[src/rtl/intc_pkg.sv]
// rtl/intc_pkg.sv - shared types and constants for the interrupt request controller
package intc_pkg;
  localparam int VEC_W   = 8;
  localparam int MAX_SRC = 32;

  typedef enum logic [0:0] {
    INTC_IDLE,
    INTC_PRESENT
  } intc_state_e;
endpackage

[src/rtl/intc_prio_enc.sv]
// rtl/intc_prio_enc.sv - combinational lowest-index-wins priority encoder
module intc_prio_enc #(
  parameter int NUM_SRC = 8,
  parameter int IDX_W   = (NUM_SRC > 1) ? $clog2(NUM_SRC) : 1
) (
  input  logic [NUM_SRC-1:0] req,
  output logic               any_valid,
  output logic [IDX_W-1:0]   idx
);
  always_comb begin
    any_valid = 1'b0;
    idx       = '0;
    // Walk downward so the lowest set index is the last one written.
    for (int i = NUM_SRC - 1; i >= 0; i--) begin
      if (req[i]) begin
        any_valid = 1'b1;
        idx       = IDX_W'(i);
      end
    end
  end
endmodule

[src/rtl/int_request_ctrl.sv]
// rtl/int_request_ctrl.sv - edge-latched interrupt request controller; INTC_SYNC_EN adds 2-flop input synchronizers
module int_request_ctrl
  import intc_pkg::*;
#(
  parameter int               NUM_SRC  = 8,
  parameter logic [VEC_W-1:0] VEC_BASE = 8'h10
) (
  input  logic               clk,
  input  logic               rst,
  input  logic [NUM_SRC-1:0] irq_src,
  input  logic [NUM_SRC-1:0] irq_mask,
  input  logic [NUM_SRC-1:0] pend_clr,
  input  logic               intering,
  output logic               int_sign_external,
  output logic [VEC_W-1:0]   int_num_external,
  output logic [NUM_SRC-1:0] int_pending
);
  localparam int IDX_W = (NUM_SRC > 1) ? $clog2(NUM_SRC) : 1;

  intc_state_e          state, state_nxt;
  logic [NUM_SRC-1:0]   src_in, src_d, src_edge;
  logic [NUM_SRC-1:0]   pending, pending_nxt;
  logic [NUM_SRC-1:0]   sel_oh, ack_oh;
  logic [IDX_W-1:0]     sel, win_idx;
  logic                 any_valid;

`ifdef INTC_SYNC_EN
  logic [NUM_SRC-1:0] sync_q1, sync_q2;

  always_ff @(posedge clk) begin
    if (rst) begin
      sync_q1 <= '0;
      sync_q2 <= '0;
    end else begin
      sync_q1 <= irq_src;
      sync_q2 <= sync_q1;
    end
  end

  assign src_in = sync_q2;
`else
  assign src_in = irq_src;
`endif

  assign src_edge = src_in & ~src_d;

  // The presented source is shielded from pend_clr; only the core ack retires it.
  assign sel_oh = (state == INTC_PRESENT) ? (NUM_SRC'(1) << sel) : '0;
  assign ack_oh = sel_oh & {NUM_SRC{intering}};

  assign pending_nxt = src_edge | (pending & ~(pend_clr & ~sel_oh) & ~ack_oh);

  intc_prio_enc #(
    .NUM_SRC (NUM_SRC),
    .IDX_W   (IDX_W)
  ) u_prio_enc (
    .req       (pending & irq_mask),
    .any_valid (any_valid),
    .idx       (win_idx)
  );

  always_comb begin
    state_nxt = state;
    case (state)
      INTC_IDLE:    if (any_valid) state_nxt = INTC_PRESENT;
      INTC_PRESENT: if (intering)  state_nxt = INTC_IDLE;
      default:      state_nxt = INTC_IDLE;
    endcase
  end

  always_ff @(posedge clk) begin
    if (rst) begin
      state             <= INTC_IDLE;
      src_d             <= '0;
      pending           <= '0;
      sel               <= '0;
      int_sign_external <= 1'b0;
      int_num_external  <= '0;
    end else begin
      state   <= state_nxt;
      src_d   <= src_in;
      pending <= pending_nxt;
      if (state == INTC_IDLE && any_valid) begin
        sel               <= win_idx;
        int_sign_external <= 1'b1;
        int_num_external  <= VEC_BASE + VEC_W'(win_idx);
      end else if (state == INTC_PRESENT && intering) begin
        int_sign_external <= 1'b0;
      end
    end
  end

  assign int_pending = pending;
endmodule

[config.mk]
export PLATFORM = sky130hd
export DESIGN_NAME = int_request_ctrl
export DESIGN_NICKNAME = d
export VERILOG_FILES = /design/src/rtl/intc_pkg.sv /design/src/rtl/intc_prio_enc.sv /design/src/rtl/int_request_ctrl.sv
export SDC_FILE = /design/constraint.sdc
export NUM_CORES = 1
export LEC_CHECK = 0
export BUFFER_PORTS_ARGS = -buffer_cell sky130_fd_sc_hd__buf_2
export CAP_MARGIN = 10
export CELL_PAD_IN_SITES_DETAIL_PLACEMENT = 0
export CELL_PAD_IN_SITES_GLOBAL_PLACEMENT = 1
export CORE_UTILIZATION = 37
export CTS_CLUSTER_DIAMETER = 100
export DETAILED_ROUTE_END_ITERATION = 16
export HOLD_SLACK_MARGIN = 0.12
export PLACE_DENSITY = 0.9
export REMOVE_ABC_BUFFERS = 1
export SYNTH_ARGS = -nofsm -noshare
export SYNTH_HDL_FRONTEND = slang
export SYNTH_SLANG_ARGS = --single-unit
[constraint.sdc]
create_clock -name clk -period 2.7 [get_ports clk]
set_input_delay 0.135 -clock clk [delete_from_list [all_inputs] [get_ports clk]]
set_output_delay 0.135 -clock clk [all_outputs]
set_load 0.01 [all_outputs]
---- Word level (Yosys, flattened, before mapping) ----
Index checks and enable logic that the tools add are counted.
storage, ports and cells
  latch bits .............................. 0
  bits in read-only memories .............. 0
  memories kept ........................... 0
  input port bits ......................... 27
  word-level logic and storage cells ...... 45
  RAM bits ................................ 0
  output and inout port bits .............. 17
  bits in registers ....................... 29
cells by class
  magnitude comparators ................... 0
  reduce and logical (&&, ||, !) cells .... 3
  $add $sub $neg .......................... 1
  div/mod/pow operators ................... 0
  bitwise gates (word level) .............. 12
  muxes and demuxes ....................... 22
  shifts and indexed selects .............. 1
  multipliers ............................. 0
  eq/ne operators ......................... 0
operators by type and width
  operator               count
  $and A8 B8 Y8          6
  $not A8 Y8             4
  $mux W3                8
  $mux W1                12
  $mux W8                1
  $or A8 B8 Y8           1
  $shl A1 B3 Y8 const A  1
  $add A5 B3 Y6 const A  1
  $logic_and A1 B1 Y1    2
  $pmux W1 S2            1
  $reduce_bool A2 Y1     1
  $not A1 Y1             1

---- Longest topological paths before layout ----
  depth in word-level cells ............... 11
  mapped depth ............................ 5
  gate-level depth less buffers ........... 4

---- Cells and area by module ----
Synthesis repeated with hierarchy kept, for this count alone.
unflattened totals
  cells, all modules ...................... 109
  area, all modules ....................... 1,062.3 um2
modules (own cells, without submodules)
  module            sequential area each (um2)  instances  area each (um2)  cells an instance
  int_request_ctrl  440.4                       1          982.2            96
  intc_prio_enc     0.0                         1          80.1             13

---- Least setup slack after synthesis ----
OpenSTA, ideal clock, no wires.
  path type ............................... reg2reg
  start ................................... reg, netlist name int_num_external[2]
  end ..................................... reg pending[1], in the netlist int_pending[1]
  path buffers ............................ 0
  stages on the path, launching flop included .. 5
  arrival time ............................ 1.011 ns
  setup time .............................. 0.128 ns
  setup slack ............................. 1.562 ns
  clock period less this slack ............ 1.138 ns
  required time ........................... 2.572 ns
  cell sequence ........................... dfxtp_1 and4bb_1 mux2i_1 a21oi_1 nor2_1
RTL lines
  item                  RTL line                source
  end signal, assigned  int_request_ctrl.sv:82  pending <= pending_nxt;
  end, declared         int_request_ctrl.sv:22  logic [NUM_SRC-1:0] pending, pending_nxt;

---- Worst setup path in the final report ----
  start ................................... reg state
  end ..................................... reg pending[0], in the netlist int_pending[0]
on the way
  word-level cells in the longest chain between the ends .. 7
  elaborated cells on any way between the ends .. 9
  classes of those cells .................. mux (1); bitwise (8)
RTL lines
  item                    RTL line                source
  start, declared         int_request_ctrl.sv:20  intc_state_e state, state_nxt;
  start signal, assigned  int_request_ctrl.sv:80  state <= state_nxt;
  $mux W8 *               int_request_ctrl.sv:48  assign sel_oh = (state == INTC_PRESENT) ? (NUM_SRC'(1) << sel) : '0;
  $not A8 Y8              int_request_ctrl.sv:51  assign pending_nxt = src_edge | (pending & ~(pend_clr & ~sel_oh) & ~ack_oh);
  $and A8 B8 Y8           int_request_ctrl.sv:51
  $not A8 Y8              int_request_ctrl.sv:51
  $and A8 B8 Y8           int_request_ctrl.sv:51
  $and A8 B8 Y8 *         int_request_ctrl.sv:51
  $or A8 B8 Y8 *          int_request_ctrl.sv:51
Every way passes the cells marked *; elsewhere a longest branch is shown, timed or not.
A chain may end at the register's enable or synchronous reset.

==> results.yml <==
die:
  start_util_pct: 39.3
  io_pins: 44
  die_x_um: 56.4
  dieHeight_um: 56.4
  num_rows: 19
  design.core.area_um2: 2780
  die_area_um2: 3180
clock_network:
  clk_pin_slew_ps: 110
  clock_sinks: 22
  htree_levels: 1
  clock_path_buffers: 2
  clock_latency_ps: 300
  cts_root_buf: "clkbuf_4"
  post_cts_resized: 0
  tritoncts: "yes"
  numCtsBuffers: 3
placement:
  place_area_um2: 1280
  dp.cells: 178
  hpwl_um: 1710
  numPortBuffers: 39
  gp_congestion: 0.790
critical_path:
  critical_path_class: "flop to flop"
  crit_path_top_delay_cell: "dfxtp_1"
  end_kind: "flop"
  path_max_fanout: 17
  reg2reg_setup_slack_ps: 1320
  cp-start-kind: "flop"
  worstPathArrival_ps: 1630
  rr_endpoint: "int_pending[0]$_SDFF_PP0_"
  r2r-start: "state$_SDFF_PP0_"
  path_cells: "nor4b_2 -> mux2i_1 -> a21oi_1 -> nor2_1"
  slowest_delay_ps: 650
  reg2regPathDepth: 4
  required_ps: 2940
grt:
  track_usage_pct: 15.6
  grt_pass1_wl_um: 3940
  grt_pass1_vias: 883
  grt_max_degree: 24
  grt_overflow: 0
  antenna_found_initial: 0
cells_and_area:
  multi_input_area_um2: 603
  regArea_um2: 440
  fillers: 271
  final_cell_area_um2: 1390
  final_common_cell: "buf_2"
  fin_cells: 189
  final_cell_mix: "buf_2 (39), dfxtp_1 (22), nor2b_1 (16)"
  finalNetCount: 187
  drive_above_1_share_pct: 31.0
  diodes: 0
  syn_to_final_growth_pct: 26.9
route:
  wl_um: 2320
  drtIter0Drc: 9
  remaining_drc_errors: 0
  dr_total_vias: 968
  via_per_inst: 5.12
  wire_per_inst_um: 12.3
  antenna_left: 0
  detail_route.first_pass.iterations: 5
logic_synthesis:
  synth_area_um2: 1090
  synth_top_area_cell: "dfxtp_1"
  ys_ff_latch: 22
  syn_avg_cell_area_um2: 9.68
  synth_flop_cell: "dfxtp_1"
  ys_seq_area_share_pct: 40.3
  synth-edff-count: 0
  ys_types: 25
  synthDominantCellAreaShare_pct: 40.3
  ys_top_cells_by_area: "dfxtp_1 (40%), nor2b_1 (9.2%), a22oi_4 (7.8%)"
  yosys_warnings: 0
  async_flop_share_pct: 0
  synthCells: 113
run_status:
  status: "complete, no violations"
power:
  ir_worst_vdd_mv: 0.399
  p_per_area_nw_per_um2: 492
  total_leakage_power_nw: 0.672
  power.total_uw: 682
sta:
  hold_viol: 0
  whs_ps: 171
  fmax_mhz: 724
  drv_slew: 0
  setup_viol: 0
  setup_tns_ps: 0
  rsz0062_at_grt: "false"
  fin_crit_ps: 1380
  min_period_over_period_pct: 51.2
  skew_ps: 1.27
worst_hold_path:
  min_path_type: "input port to flop"
  worstHoldStart: "pend_clr[1]"
  min_path_cells: 4
  whs_endpoint: "int_pending[1]$_SDFF_PP0_"
job:
  maxCapViolCount: 0
## state kept, by name, indices dropped and copies added, names as in the netlist
name	count
int_pending	8
sel	2
int_sign_external	1
int_num_external	2
src_d	8
state	1
## how the worst max path moves through the flow
stage | start | cells after the start | endpoint
after detailed placement | state$_SDFF_PP0_ | 4 | int_pending[0]$_SDFF_PP0_
after global placement | state$_SDFF_PP0_ | 4 | int_pending[0]$_SDFF_PP0_
after floorplan | state$_SDFF_PP0_ | 4 | int_pending[0]$_SDFF_PP0_
after CTS | state$_SDFF_PP0_ | 4 | int_pending[0]$_SDFF_PP0_
final | state$_SDFF_PP0_ | 4 | int_pending[0]$_SDFF_PP0_
after global routing | state$_SDFF_PP0_ | 4 | int_pending[0]$_SDFF_PP0_
## logic make-up (layout without fill, tap and decap cells)
kind of cell	count (synthesis)	after routing	share of synthesized area, %
AOI/OAI and AO/OA	25	25	19.6
other	1	4	0.343
buffers and inverters	10	52	5.61
DFF	22	22	40.3
muxes	8	8	7.32
and+or+nand+nor	47	47	26.9
## worst max-delay path, delay by kind of cell, from the launching register on
family             cells  cell delay (ps)
DFF                    1              650
and+or+nand+nor        2              390
muxes                  1              210
AOI/OAI and AO/OA      1               80
## metrics by stage
step,util [%],setup WS (ps)
3_3_place_gp,46.2,1410
3_5_place_dp,46.2,1360
5_1_grt,49.9,1210
6_report,49.9,1320
2_1_floorplan,-,1490
4_1_cts,49.9,1320
## per-layer routing
metal	share of wire [%]	GRT usage, %
met5	0	0
met4	0	4.18
met3	3.9	2.53
met2	50	26.4
met1	46	20.6
## report_power, final
| part | total [mW] | switching (mW) | internal (mW) | leakage, nW |
|---|---|---|---|---|
| sequential | 0.386 | 0.0358 | 0.350 | 0.183 |
| combinational | 0.151 | 0.0722 | 0.0791 | 0.475 |
| clock | 0.145 | 0.0930 | 0.0519 | 0.0138 |
| total | 0.682 | 0.201 | 0.481 | 0.672 |
## layout make-up
| cell class | count | share of cell area, % |
|---|---|---|
| well taps | 31 | 2.80 |
| repair buffers | 47 | 19.8 |
| multi-input cells | 84 | 43.5 |
| clock buffers | 3 | 1.62 |
| flip-flops and latches | 22 | 31.7 |
| inverters | 2 | 0.541 |
## cells in the mapped netlist, types with 2 or more instances
library cell,number
buf_4,4
clkbuf_1,2
a32oi_1,2
a21oi_1,14
nor2_1,12
nand2_1,7
nor2b_1,16
a211oi_1,2
nand4b_1,3
and4bb_1,3
a22oi_4,4
mux2i_1,8
inv_1,2
dfxtp_1,22
nor3_1,2
## what timing repair did
item / 4_1_cts / 5_1_grt
buffers inserted: 0 / 0
hold endpoints to repair: 8 / 0
hold buffers: 8 / 0
(Power assumes the default switching activity.)
